--- src/rtl/iob_pfsm_timed_if.sv ---
// IOb-native CSR bus bundle for iob_pfsm_timed: request (valid/addr/wdata/wstrb) and response (ready/rvalid/rdata).
// wstrb nonzero marks a write, zero marks a read; ready is always high on the slave side.
interface iob_pfsm_timed_if #(
    parameter int ADDR_W = 12,
    parameter int DATA_W = 32
);
    logic                valid;
    logic [ADDR_W-1:0]   addr;
    logic [DATA_W-1:0]   wdata;
    logic [DATA_W/8-1:0] wstrb;
    logic                ready;
    logic                rvalid;
    logic [DATA_W-1:0]   rdata;

    modport master (
        output valid, addr, wdata, wstrb,
        input  ready, rvalid, rdata
    );

    modport slave (
        input  valid, addr, wdata, wstrb,
        output ready, rvalid, rdata
    );
endinterface

--- src/rtl/iob_pfsm_timed.sv ---
// Programmable FSM: LUT[{state,inputs}] -> {hold, next_state, outputs}, with a dwell of hold cycles after each transition.
// Latency: RUN write at t -> EVAL at t+1 -> outputs at t+2; CSR reads return one cycle after the request, ready is always 1.
// Optional IOB_PFSM_TIMED_STEP_EN: CTRL bit2 STEP performs one EVAL plus its HOLD from IDLE.
module iob_pfsm_timed #(
    parameter int STATE_W  = 2,
    parameter int INPUT_W  = 1,
    parameter int OUTPUT_W = 1,
    parameter int CNT_W    = 16,
    parameter int DATA_W   = 32,
    parameter int ADDR_W   = 12
) (
    input  logic                 clk_i,
    input  logic                 arst_i,
    input  logic                 cke_i,
    iob_pfsm_timed_if.slave      iob,
    input  logic [INPUT_W-1:0]   input_ports,
    output logic [OUTPUT_W-1:0]  output_ports
);
    localparam int IDX_W   = STATE_W + INPUT_W;
    localparam int DEPTH   = 1 << IDX_W;
    localparam int ENTRY_W = OUTPUT_W + STATE_W + CNT_W;
    localparam int WORD_W  = ADDR_W - 2;
    localparam logic [WORD_W-1:0] LUT_BASE = WORD_W'(64);

    if (ENTRY_W > DATA_W) begin : g_bad_entry
        $error("iob_pfsm_timed: CNT_W+STATE_W+OUTPUT_W exceeds DATA_W");
    end
    if ((64'd1 << ADDR_W) < 64'(256 + 4 * DEPTH)) begin : g_bad_addr
        $error("iob_pfsm_timed: ADDR_W cannot reach the LUT window");
    end

    typedef enum logic [1:0] {IDLE, EVAL, HOLD} ctrl_t;

    ctrl_t                ctrl_st, ctrl_nxt;
    logic                 run, run_nxt;
    logic                 step_req, step_act;
    logic [STATE_W-1:0]   fsm_state;
    logic [CNT_W-1:0]     hold_cnt;
    logic [31:0]          trans_cnt;
    logic [ENTRY_W-1:0]   lut [DEPTH];

    logic [WORD_W-1:0]    word, lut_off;
    logic                 wr, rd, sel_ctrl, sel_status, sel_cnt, sel_lut;
    logic                 ctrl_wr, soft_rst, eval_en, hold_dec;
    logic [IDX_W-1:0]     lut_idx;
    logic [ENTRY_W-1:0]   entry;
    logic [OUTPUT_W-1:0]  ent_out;
    logic [STATE_W-1:0]   ent_nxt;
    logic [CNT_W-1:0]     ent_hold;
    logic [DATA_W-1:0]    rd_val;
    logic                 unused_bits;

    assign iob.ready   = 1'b1;
    assign unused_bits = ^{iob.addr[1:0], iob.wdata};

    assign word       = iob.addr[ADDR_W-1:2];
    assign lut_off    = word - LUT_BASE;
    assign lut_idx    = lut_off[IDX_W-1:0];
    assign wr         = iob.valid && (iob.wstrb != '0);
    assign rd         = iob.valid && (iob.wstrb == '0);
    assign sel_ctrl   = (word == WORD_W'(0));
    assign sel_status = (word == WORD_W'(1));
    assign sel_cnt    = (word == WORD_W'(2));
    assign sel_lut    = (word >= LUT_BASE) && (lut_off < WORD_W'(DEPTH));

    // SOFTRESET dominates RUN carried in the same write
    assign ctrl_wr  = wr && sel_ctrl;
    assign soft_rst = ctrl_wr && iob.wdata[1];
    assign run_nxt  = soft_rst ? 1'b0 : (ctrl_wr ? iob.wdata[0] : run);

    assign entry    = lut[{fsm_state, input_ports}];
    assign ent_out  = entry[OUTPUT_W-1:0];
    assign ent_nxt  = entry[OUTPUT_W +: STATE_W];
    assign ent_hold = entry[OUTPUT_W+STATE_W +: CNT_W];

`ifdef IOB_PFSM_TIMED_STEP_EN
    assign step_req = ctrl_wr && iob.wdata[2] && !soft_rst && !run_nxt && (ctrl_st == IDLE);

    always_ff @(posedge clk_i or posedge arst_i) begin
        if (arst_i) begin
            step_act <= 1'b0;
        end else if (cke_i) begin
            step_act <= (ctrl_nxt != IDLE) && !run_nxt && (step_act || step_req);
        end
    end
`else
    assign step_req = 1'b0;
    assign step_act = 1'b0;
`endif

    // An EVAL cycle commits even when RUN is cleared in that same cycle
    assign eval_en  = (ctrl_st == EVAL) && !soft_rst;
    assign hold_dec = (ctrl_st == HOLD) && !soft_rst && (run_nxt || step_act);

    always_comb begin
        ctrl_nxt = IDLE;
        if (soft_rst) begin
            ctrl_nxt = IDLE;
        end else if (run_nxt || step_act) begin
            case (ctrl_st)
                IDLE:    ctrl_nxt = run_nxt ? EVAL : IDLE;
                EVAL:    ctrl_nxt = (ent_hold != '0) ? HOLD : (run_nxt ? EVAL : IDLE);
                HOLD:    ctrl_nxt = (hold_cnt == CNT_W'(1)) ? (run_nxt ? EVAL : IDLE) : HOLD;
                default: ctrl_nxt = IDLE;
            endcase
        end else if (step_req) begin
            ctrl_nxt = EVAL;
        end
    end

    always_ff @(posedge clk_i or posedge arst_i) begin
        if (arst_i) begin
            ctrl_st      <= IDLE;
            run          <= 1'b0;
            fsm_state    <= '0;
            output_ports <= '0;
            hold_cnt     <= '0;
            trans_cnt    <= '0;
        end else if (cke_i) begin
            ctrl_st <= ctrl_nxt;
            run     <= run_nxt;
            if (soft_rst) begin
                fsm_state    <= '0;
                output_ports <= '0;
                hold_cnt     <= '0;
                trans_cnt    <= '0;
            end else if (eval_en) begin
                fsm_state    <= ent_nxt;
                output_ports <= ent_out;
                hold_cnt     <= ent_hold;
                trans_cnt    <= trans_cnt + 32'd1;
            end else if (hold_dec) begin
                hold_cnt <= hold_cnt - CNT_W'(1);
            end
        end
    end

    // LUT has no reset; writes land only while the controller is IDLE
    always_ff @(posedge clk_i) begin
        if (cke_i && wr && sel_lut && (ctrl_st == IDLE)) begin
            lut[lut_idx] <= iob.wdata[ENTRY_W-1:0];
        end
    end

    always_comb begin
        rd_val = '0;
        if (sel_ctrl) begin
            rd_val[0] = run;
        end else if (sel_status) begin
            rd_val[STATE_W-1:0] = fsm_state;
            rd_val[16]          = (ctrl_st != IDLE);
        end else if (sel_cnt) begin
            rd_val = DATA_W'(trans_cnt);
        end else if (sel_lut) begin
            rd_val = DATA_W'(lut[lut_idx]);
        end
    end

    always_ff @(posedge clk_i or posedge arst_i) begin
        if (arst_i) begin
            iob.rvalid <= 1'b0;
            iob.rdata  <= '0;
        end else if (cke_i) begin
            iob.rvalid <= rd;
            if (rd) begin
                iob.rdata <= rd_val;
            end
        end
    end
endmodule

--- src/flat_wrapper.sv ---
// flat-port wrapper written by rule: the top's interface ports become plain ports
module iob_pfsm_timed_flat 
#(
    parameter int STATE_W  = 2,
    parameter int INPUT_W  = 1,
    parameter int OUTPUT_W = 1,
    parameter int CNT_W    = 16,
    parameter int DATA_W   = 32,
    parameter int ADDR_W   = 12
)
  (clk_i, arst_i, cke_i, input_ports, output_ports, iob_valid, iob_addr, iob_wdata, iob_wstrb, iob_ready, iob_rvalid, iob_rdata);
  iob_pfsm_timed_if #(.ADDR_W(ADDR_W), .DATA_W(DATA_W)) iob_i ();
  input  logic clk_i;
  input  logic arst_i;
  input  logic cke_i;
  input  logic [INPUT_W-1:0] input_ports;
  output logic [OUTPUT_W-1:0] output_ports;
  input wire logic [$bits(iob_i.valid)-1:0] iob_valid;
  input wire logic [$bits(iob_i.addr)-1:0] iob_addr;
  input wire logic [$bits(iob_i.wdata)-1:0] iob_wdata;
  input wire logic [$bits(iob_i.wstrb)-1:0] iob_wstrb;
  output wire logic [$bits(iob_i.ready)-1:0] iob_ready;
  output wire logic [$bits(iob_i.rvalid)-1:0] iob_rvalid;
  output wire logic [$bits(iob_i.rdata)-1:0] iob_rdata;
  assign iob_i.valid = iob_valid;
  assign iob_i.addr = iob_addr;
  assign iob_i.wdata = iob_wdata;
  assign iob_i.wstrb = iob_wstrb;
  assign iob_ready = iob_i.ready;
  assign iob_rvalid = iob_i.rvalid;
  assign iob_rdata = iob_i.rdata;
  iob_pfsm_timed #(.STATE_W(STATE_W), .INPUT_W(INPUT_W), .OUTPUT_W(OUTPUT_W), .CNT_W(CNT_W), .DATA_W(DATA_W), .ADDR_W(ADDR_W)) u_core (.clk_i(clk_i), .arst_i(arst_i), .cke_i(cke_i), .iob(iob_i), .input_ports(input_ports), .output_ports(output_ports));
endmodule
--- config.mk ---
export PLATFORM = sky130hd
export DESIGN_NAME = iob_pfsm_timed_flat
export DESIGN_NICKNAME = d
export VERILOG_FILES = /design/src/rtl/iob_pfsm_timed_if.sv /design/src/rtl/iob_pfsm_timed.sv /design/src/flat_wrapper.sv
export SDC_FILE = /design/constraint.sdc
export NUM_CORES = 1
export LEC_CHECK = 0
export BUFFER_PORTS_ARGS = -buffer_cell sky130_fd_sc_hd__buf_2
export CORE_MARGIN = 8
export CORE_UTILIZATION = 30
export CTS_BUF_LIST = sky130_fd_sc_hd__clkbuf_8
export DETAILED_ROUTE_END_ITERATION = 7
export GPL_ROUTABILITY_DRIVEN = 0
export GPL_TIMING_DRIVEN = 0
export PLACE_DENSITY = 0.44
export SKIP_LAST_GASP = 1
export SLEW_MARGIN = 40
export SYNTH_ARGS = -nofsm -noshare
export SYNTH_HDL_FRONTEND = slang
export SYNTH_SLANG_ARGS = --single-unit
--- constraint.sdc ---
create_clock -name clk_i -period 2.89 [get_ports clk_i]
set_input_delay 0.4335 -clock clk_i [delete_from_list [all_inputs] [get_ports clk_i]]
set_output_delay 0.4335 -clock clk_i [all_outputs]
set_load 0.005 [all_outputs]
# Yosys cells after proc, flatten, opt, wreduce, memory -nomap -nowiden
# Memory sizes are Yosys's and may differ from the RTL's.
# Index checks and enable logic that the tools add are counted.
# W data, S select, Z words.
# classes
order_cmp,2
n_addsub,3
n_reduce_logical,23
mux,26
eq_ne,5
# ops
cell,count
$mux W32,3
$mux W16,3
$add A32 B1 Y32 const B,1
$mux W31,1
$mux W19,1
$eq A16 B1 Y1 const B,1
$reduce_bool A16 Y1,1
$sub A16 B1 Y16 const B,1
$mux W15,1
$mux W14,1
$mux W2,7
$logic_and A1 B1 Y1,11
$eq A10 B1 Y1 const B,1
$eq A10 B2 Y1 const B,1
$ge A10 B7 Y1 const B,1
$logic_not A10 Y1,1
$lt A10 B4 Y1 const B,1
$sub A10 B7 Y10 const B,1
$mux W1,8
$pmux W2 S3,1
$reduce_and A2 Y1,3
$logic_not A4 Y1,1
$reduce_bool A2 Y1,2
$reduce_bool A4 Y1,1
5 further kinds,5
# totals
memories,1
ram_bits,152
reg_bits,87
input_bits,53
# mem_list
memory,words,width,read_ports,rd_clocked_by_memory_dff,write_ports,line_no,text
u_core.lut,8,19,2,0,1,iob_pfsm_timed.sv:40,logic [ENTRY_W-1:0] lut [DEPTH];

# Longest topological paths before layout
# Gate-level depths: netlist (run 1).
# depth
word_depth,10
mapped_depth,9
ltp_nobuf,6

# Least setup slack after synthesis (run 1)
# No wires, ideal clock.
# synth_path
path_type,input-to-reg
from,in iob_addr[9]
to,mem u_core.lut[7][0] (netlist name) (enable)
path_buffers,1
setup_slack_ns,-0.125
arrival_ns,2.620
required_time_ns,2.495
setup_ns,0.395
path_stages,7
cell_sequence,or4_4 -> nor3_1 -> and2_1 -> clkbuf_1 -> and4b_1 -> nand2_1 -> nor2_1
# synth_between
elab_chain_cells,7
# synth_rtl
item,line_no,text
"start, declared",flat_wrapper.sv:19,input wire logic [$bits(iob_i.addr)-1:0] iob_addr;
$sub A10 B7 Y10,iob_pfsm_timed.sv:57,assign lut_off = word - LUT_BASE;
$lt A10 B4 Y1,iob_pfsm_timed.sv:64,assign sel_lut = (word >= LUT_BASE) && (lut_off < WORD_W'(DEPTH));
$logic_and A1 B1 Y1 (*),iob_pfsm_timed.sv:64,
$logic_and A1 B1 Y1 (*) (2 in a row),iob_pfsm_timed.sv:140,if (cke_i && wr && sel_lut && (ctrl_st == IDLE)) begin
$mux W1 (*),iob_pfsm_timed.sv:140,
$mux W1 (not written as such) (*),iob_pfsm_timed.sv:141,lut[lut_idx] <= iob.wdata[ENTRY_W-1:0];
"end, declared",iob_pfsm_timed.sv:40,
# Mark *: on every way between the ends. The rest lies on a longest branch, timed or not.

# Final worst setup path (run 1)
# layout_path
from,in iob_addr[9]
to,mem u_core.lut[0][6] (netlist name) (enable)
# Same word-level chain as after synthesis.

==> impl_results.md, run 1 <==
- Core ar.: 38,290 sq um
- Reported leakage power: 5.085 nW
- Sequential power share: 42.6%
- Syn_nets: 956
- Routed WL per cell: 24.24 um
- Top cell type's share of synthesized area: 39.58%
- Internal power summed over all cells: 6.459 mW
- Logic gate share of total power: 20.0%
- DRC marker count from the first detailed-route iteration: 706
- Die Height: 212.1 um
- Vias per cell: 5.178
- Quantity of I/O buffers inserted on ports: 68
- Final net count: 1,083
- Maximum clock insertion buffer count: 3
- Minimum setup slack after placement: -0.9916 ns
- Total cell area at the placement stage: 12,810 sq um
- Post-Layout Inst Area: 13,850 sq um
- Post-synth top area cell: sky130_fd_sc_hd__edfxtp_1
- Final Hold Violating Endpoints: 0
- Worst vdd rail ir drop: 258.2 uV
- Maximum operating frequency: 350.5 MHz
- Cells taking the most area after synthesis: sky130_fd_sc_hd__edfxtp_1, sky130_fd_sc_hd__dfrtp_1, sky130_fd_sc_hd__mux4_2
- Count of mapped cells out of synthesis: 900
- H-Tree Depth: 2
- Share of synthesized flip-flops with an asynchronous set or reset: 36.40%
- Data required time of the critical path: 3.18 ns
- Clock Power Share: 37.5%
- Global-route usage over all layers: 17.10%
- Setup repair after global routing missed its margin: false
- CTS Buf Count: 43
- Die footprint: 44,970 sq um
- Cell Area, Synth: 11,530 sq um
- Outcome: finished clean
- Routed WL: 38.22 mm
- Period minus WS final: 2.853 ns
- TritonRoute pass-1 iters: 5
- Ratio of final minimum period to clock period: 98.73%
- Num rows: 72
- Pwr Density: 667.8 nW/um^2
- Number of global-route vias before repair: 8,397
- Finished Core Util: 36.18%
- Antenna-violating nets left: 0
- Pin count of the biggest net entering global routing: 75
- Initial core utilization: 30.12%
- Critical path startpoint category: input port
- Distinct cells, synth: 64
- Most common cell after layout, fill and taps aside: sky130_fd_sc_hd__edfxtp_1
- Number of antenna violations at the first check in global routing: 2
- Endpoints failing setup: 0
- Die X-Extent: 212.1 um
- Clock Latency Late Sink: 0.58 ns
- Worst endpoint data arrival time: 3.14 ns
- Detailed-route DRC error count: 0
- Post-synthesis register bit count: 239
- Commonest cells after routing, fill and taps aside: sky130_fd_sc_hd__edfxtp_1, sky130_fd_sc_hd__dfrtp_1, sky130_fd_sc_hd__buf_2
- Average instance area after synthesis: 12.81 sq um
- Routed via count: 8,166
- GRT Residual Overflow: 0
- Root buffer selected by CTS: sky130_fd_sc_hd__clkbuf_8
- I/O pins: 88
- Fraction of final layout cells with drive strength greater than 1: 24.95%
- Net Switching: 2.791 mW
- Slew at the pin closest to its max-slew limit: 0.9159 ns
- Number of synthesized flops with an enable pin: 152
- Final setup slack of the worst path: 0.03675 ns
- Clock tree from TritonCTS: yes
- Post-Route Skew: 0.02823 ns
- Slew margin rel.: 38.94%
- CTS sink count: 239
- Placed wire-length estimate after detailed placement: 27.34 mm
- Largest fanout of any net on the critical path: 8
- Yosys warning count: 0
- Wire length of the first global-routing pass: 56.22 mm
- Clock transition at path regs: 0.06 ns
- Number of pins exceeding their max-slew limit in the final report: 0
- Layout Area Growth over Synthesis: 20.13%
- Max-cap violation count: 0
- Switching share of total power: 30.17%
- Share of the yosys chip area belonging to registers: 58.46%
- Final sum of negative setup slack: 0 ns
- Critical path start-end classification: in -> reg
- Hold Path Class: in -> reg
- Crit path capture type: flop
- Most used flip-flop cell after synthesis: sky130_fd_sc_hd__edfxtp_1
registers in the layout, indices dropped and copies added, names as in the netlist:
signal and count:
u_core.iob.rvalid 1, u_core.fsm_state 2, u_core.output_ports 1, u_core.run 1, u_core.hold_cnt 16, u_core.trans_cnt 32, u_core.ctrl_st 2, u_core.iob.rdata 32
u_core.lut 152
final timing paths:
check | from | end | slack (ns) | cells after the start
min | iob_wdata[2] | u_core.lut[3][2]$_DFFE_PP_ | 0.11 | 1
min reg2reg | u_core.output_ports$_DFFE_PP0P_ | u_core.output_ports$_DFFE_PP0P_ | 0.48 | 2
max reg2reg | u_core.fsm_state[1]$_DFFE_PP0P_ | u_core.ctrl_st[0]$_DFFE_PP0P_ | 0.12 | 7
min in group asynchronous | arst_i | u_core.hold_cnt[11]$_DFFE_PP0P_ | 0.34 | 3
max | iob_addr[9] | u_core.lut[0][6]$_DFFE_PP_ | 0.04 | 9
max in group asynchronous | arst_i | u_core.iob.rdata[10]$_DFFE_PP0P_ | 1.97 | 4
layer usage:
metal  vias up  global-route usage (%)  share of wire (%)
met4         2                   5.631                2.7
met3        61                   4.039                6.6
met1      4106                   22.36                 44
met2       265                   27.71                 47
met5         -                       0              0.029
li1       3732                       -                  -
stage by stage:
stage          hold WS [ns]  instances  power, mW
2_1_floorplan        0.4477        900      5.096
3_3_place_gp         0.4667       1486      5.798
3_5_place_dp         0.3613       1496      5.796
4_1_cts             0.07574       1578      9.323
5_1_grt              0.1010       1577      9.656
6_report             0.1146       1577      9.250
kinds of logic after synthesis:
family / Yosys count / share of synthesized area, %
compound gates: 189 / 11.01
xor+xnor: 27 / 2.051
simple gates: 267 / 11.57
buf+inv: 73 / 2.615
flops: 239 / 58.46
mux: 101 / 13.93
other cells: 1 / 0.03252
fa+ha+maj: 3 / 0.3256
critical path, cell delays in order:
cell	delay, ns
sky130_fd_sc_hd__buf_2	0.10
sky130_fd_sc_hd__or4_4	0.56
sky130_fd_sc_hd__nor3_1	0.20
sky130_fd_sc_hd__and2_1	0.52
sky130_fd_sc_hd__and4b_1	0.34
sky130_fd_sc_hd__nand2b_1	0.27
sky130_fd_sc_hd__nor2_4	0.34
sky130_fd_sc_hd__buf_8	0.20
sky130_fd_sc_hd__buf_8	0.16
power groups by stage:
stage / Sequential (mW) / Clock (mW) / Combinational, mW
finish: 3.94 / 3.47 / 1.85
global route: 3.96 / 3.72 / 1.97
CTS: 3.94 / 3.57 / 1.82
detailed placement: 4.00 / 0 / 1.80
global placement: 4.00 / 0 / 1.80
floorplan: 3.96 / 0 / 1.14
area by class of cell:
cell class,instances,area [sq um]
flip-flops and latches,239,6741
fillers,3750,24430
plain buffers,55,246.5
clock buffers,49,674.4
repair buffers,86,628.1
clock inverters,27,261.5
diodes,1,2.502
multi-input cells,588,4589
well taps,518,648.1
inverters,14,60.06
Yosys cell counts (2+ instances only):
library cell	number
sky130_fd_sc_hd__edfxtp_1	152
sky130_fd_sc_hd__dfrtp_1	87
sky130_fd_sc_hd__nor2_1	76
sky130_fd_sc_hd__nand2_1	69
sky130_fd_sc_hd__o21ai_0	52
sky130_fd_sc_hd__mux4_2	46
sky130_fd_sc_hd__mux2i_1	41
sky130_fd_sc_hd__clkbuf_1	39
sky130_fd_sc_hd__a21oi_1	38
sky130_fd_sc_hd__nor3_1	34
sky130_fd_sc_hd__xnor2_1	27
sky130_fd_sc_hd__nor4_1	16
sky130_fd_sc_hd__inv_1	14
sky130_fd_sc_hd__a22o_1	13
sky130_fd_sc_hd__buf_2	13
sky130_fd_sc_hd__mux2_2	13
sky130_fd_sc_hd__a211oi_1	12
sky130_fd_sc_hd__o22ai_1	12
sky130_fd_sc_hd__a2bb2oi_1	11
sky130_fd_sc_hd__nand4_1	11
sky130_fd_sc_hd__o2bb2ai_1	11
sky130_fd_sc_hd__nor2b_1	10
sky130_fd_sc_hd__nand3_1	9
sky130_fd_sc_hd__a31oi_1	8
sky130_fd_sc_hd__nand2b_1	8
sky130_fd_sc_hd__nor4b_1	8
sky130_fd_sc_hd__o22a_1	8
sky130_fd_sc_hd__buf_1	5
sky130_fd_sc_hd__o211a_1	4
sky130_fd_sc_hd__or3_1	4
sky130_fd_sc_hd__and2_1	3
sky130_fd_sc_hd__and3_1	3
sky130_fd_sc_hd__and4_1	3
sky130_fd_sc_hd__ha_1	3
sky130_fd_sc_hd__o31ai_1	3
sky130_fd_sc_hd__a22oi_1	2
sky130_fd_sc_hd__nor3_2	2
sky130_fd_sc_hd__nor3b_1	2
sky130_fd_sc_hd__o22ai_2	2
sky130_fd_sc_hd__or4_1	2
timing repair:
item	4_1_cts	5_1_grt
hold endpoints to repair	13	0
hold buffers	1	0
setup buffers	7	0
resized for setup	9	5
setup endpoints to repair	142	28
cloned	0	0
pin swaps	3	0
No activity file was read; power rests on OpenSTA's default activity.
==> run 2: changes to the inputs <==
--- a/config.mk
+++ b/config.mk
@@ -9,6 +9,7 @@
 export CORE_MARGIN = 8
 export CORE_UTILIZATION = 30
 export CTS_BUF_LIST = sky130_fd_sc_hd__clkbuf_8
+export CTS_CLUSTER_DIAMETER = 120
 export DETAILED_ROUTE_END_ITERATION = 7
 export GPL_ROUTABILITY_DRIVEN = 0
 export GPL_TIMING_DRIVEN = 0
==> constraint.sdc (replaced) <==
create_clock -name clk_i -period 2.89 [get_ports clk_i]
set_input_delay 0.578 -clock clk_i [delete_from_list [all_inputs] [get_ports clk_i]]
set_output_delay 0.578 -clock clk_i [all_outputs]
set_load 0.005 [all_outputs]
==> run 2 against run 1 <==
  * Critical path type unchanged
  * Power rose by 0.17%
  * Flip-flop and latch count did not move
  * Sequential power is essentially flat
  * Wire length up 0.61%
  * Clock skew about the same
  * Largest power group unchanged
  * Worst setup slack worse by 0.020 ns
  * Register-to-register slack better by 0.10 ns
==> impl_results.md, run 2 (same netlist as run 1, synthesis figures left out) <==
- Worst endpoint data arrival time: 3.35 ns (+0.21 ns)
- GRT Residual Overflow: 0 (unchanged)
- Maximum operating frequency: 348.1 MHz (-0.69%)
- Max-cap violation count: 0 (unchanged)
- Hold path startpoint: iob_wdata[2]
- R2r startpoint: u_core.fsm_state[0]$_DFFE_PP0P_
- Global-route usage over all layers: 17.11% (about the same)
- Slew at the pin closest to its max-slew limit: 0.9237 ns (+0.007804 ns)
- Period minus WS final: 2.873 ns (+0.01990 ns)
- Hold Path Class: in -> reg
- H-Tree Depth: 2 (unchanged)
- Outcome: finished clean
- Core ar.: 38,290 sq um (unchanged)
- Crit path capture type: flop
- Reported leakage power: 5.093 nW (+0.14%)
- Number of antenna violations at the first check in global routing: 2 (unchanged)
- Number of pins exceeding their max-slew limit in the final report: 0 (unchanged)
- Detailed-route DRC error count: 0 (unchanged)
- Final Hold Violating Endpoints: 0 (unchanged)
- Fraction of final layout cells with drive strength greater than 1: 25.38% (+0.42 points)
- Worst vdd rail ir drop: 259.4 uV (+0.44%)
- TritonRoute pass-1 iters: 6 (+1)
- Root buffer selected by CTS: sky130_fd_sc_hd__clkbuf_8
- Total cell area at the placement stage: 12,810 sq um (unchanged)
- Register name with the most flops: u_core.lut
- Routed via count: 8,256 (+1.1%)
- Placed wire-length estimate after detailed placement: 27.34 mm (unchanged)
- Highest metal layer with signal wires: met5
- I/O pins: 88 (unchanged)
- Largest fanout of any net on the critical path: 10 (+2)
- Post-Route Skew: 0.02781 ns (-0.0004223 ns)
- Destination of the worst register-to-register timing path: u_core.ctrl_st[0]$_DFFE_PP0P_
- Initial core utilization: 30.12% (unchanged)
- Maximum clock insertion buffer count: 3 (unchanged)
- Vias per cell: 5.229 (+0.97%)
- FF-to-FF path depth: 6 (-1)
- Die Height: 212.1 um (unchanged)
- CTS Buf Count: 43 (unchanged)
- Ratio of final minimum period to clock period: 99.42% (+0.69 points)
- Die footprint: 44,970 sq um (unchanged)
- Critical path start-end classification: in -> reg
- Regs by FF count: u_core.lut: 152 flops, u_core.iob.rdata: 32 flops, u_core.trans_cnt: 32 flops
- Worst reg-to-reg setup slack: 0.22 ns (+0.10 ns)
- Quantity of I/O buffers inserted on ports: 68 (unchanged)
- Clock transition at path regs: 0.06 ns (about the same)
- Total met2 wirelength after detailed routing: 17.95 mm (-0.19%)
- Commonest cells after routing, fill and taps aside: sky130_fd_sc_hd__edfxtp_1, sky130_fd_sc_hd__dfrtp_1, sky130_fd_sc_hd__buf_2
- Final net count: 1,085 (+0.18%)
- Clock Latency Late Sink: 0.59 ns (about the same)
- CTS sink count: 239 (unchanged)
- Slew margin rel.: 38.42% (-0.52 points)
- Antenna-violating nets left: 0 (unchanged)
- Sink of the worst hold path: u_core.lut[3][2]$_DFFE_PP_
- Finished Core Util: 36.27% (+0.095 points)
- Number of flip-flops in the largest register: 152 (unchanged)
- Critical path startpoint category: input port
- Endpoints failing setup: 0 (unchanged)
- Most common cell after layout, fill and taps aside: sky130_fd_sc_hd__edfxtp_1
- Post-Layout Inst Area: 13,890 sq um (+0.26%)
- Num rows: 72 (unchanged)
- Hold Path Cell Cnt: 1 (unchanged)
- Met3 routed WL: 2.670 mm (+5.8%)
- Number of filler cells placed in the layout: 3,744 (-0.16%)
- Clock tree from TritonCTS: yes
- Met1 Routed Length: 16.68 mm (+0.11%)
- Wire length of the first global-routing pass: 56.21 mm (about the same)
- Setup repair after global routing missed its margin: false
- Pwr Density: 667.2 nW/um^2 (about the same)
- Die X-Extent: 212.1 um (unchanged)
- Routed WL per cell: 24.35 um (+0.48%)
- Routed WL: 38.45 mm (+0.61%)
- Data required time of the critical path: 3.36 ns (+0.18 ns)
- DRC marker count from the first detailed-route iteration: 656 (-7.1%)
- Number of global-route vias before repair: 8,395 (-0.024%)
- Pin count of the biggest net entering global routing: 75 (unchanged)
- Layout Area Growth over Synthesis: 20.44%
==> run 2: repair_timing <==
item | 4_1_cts | 5_1_grt
hold buffers | 1 | 0
buffers inserted | 8 | 0
resized for setup | 11 | 7
endpoints found under the hold margin | 13 | 0
cloned | 0 | 0
endpoints found under the setup margin | 170 | 4
pin swaps | 4 | 0
==> run 2: critical path: stages <==
cell and delay (ns):
sky130_fd_sc_hd__clkbuf_1 0.47, sky130_fd_sc_hd__buf_2 0.41, sky130_fd_sc_hd__buf_2 0.46, sky130_fd_sc_hd__clkbuf_2 0.42, sky130_fd_sc_hd__o22ai_1 0.12, sky130_fd_sc_hd__nor3_1 0.58
sky130_fd_sc_hd__a21oi_1 0.09, sky130_fd_sc_hd__o21ai_0 0.20
==> run 2: worst max-delay path by stage <==
stage                                     from                               end  slack, ns
6_report                           iob_addr[4]  u_core.iob.rdata[11]$_DFFE_PP0P_       0.02
3_5_place_dp                       iob_addr[2]       u_core.lut[7][17]$_DFFE_PP_      -1.14
2_1_floorplan                      iob_addr[9]        u_core.lut[7][0]$_DFFE_PP_      -0.27
3_3_place_gp                       iob_addr[4]        u_core.lut[5][3]$_DFFE_PP_      -2.32
4_1_cts        u_core.fsm_state[1]$_DFFE_PP0P_     u_core.ctrl_st[0]$_DFFE_PP0P_     -0.007
5_1_grt                            iob_addr[4]  u_core.iob.rdata[11]$_DFFE_PP0P_      0.003
==> run 2: final cells by class <==
cell class | instances | area [sq um] | area share, %
repair buffers | 87 | 648.1 | 4.667
diodes | 1 | 2.502 | 0.01802
flip-flops and latches | 239 | 6741 | 48.54
clock inverters | 27 | 261.5 | 1.883
inverters | 14 | 60.06 | 0.4324
multi-input cells | 588 | 4602 | 33.14
clock buffers | 49 | 674.4 | 4.856
well taps | 518 | 648.1 | 4.667
plain buffers | 56 | 250.2 | 1.802
==> run 2: power by group <==
group | internal (mW) | total (mW) | switching [mW]
Clock | 2.01 | 3.47 | 1.46
Combinational | 0.657 | 1.86 | 1.21
Sequential | 3.80 | 3.94 | 0.139
==> run 2: layer usage <==
metal,vias to the layer above,track usage (%)
met2,288,27.66
met3,73,3.995
met4,2,5.799
li1,3737,-
met1,4156,22.39
met5,-,0
==> run 2: through the flow <==
stage	total power, mW	std cells	hold WS, ns	setup TNS, ns	setup WS (ns)
finish	9.266	1579	0.2564	0	0.01685
global route	9.667	1579	0.2455	0	0.003176
CTS	9.321	1578	0.2202	-0.006946	-0.006946
detailed placement	5.796	1496	0.4706	-162.46	-1.136
global placement	5.798	1486	0.4667	-473.68	-2.315
floorplan	5.096	900	0.4477	-38.93	-0.2694
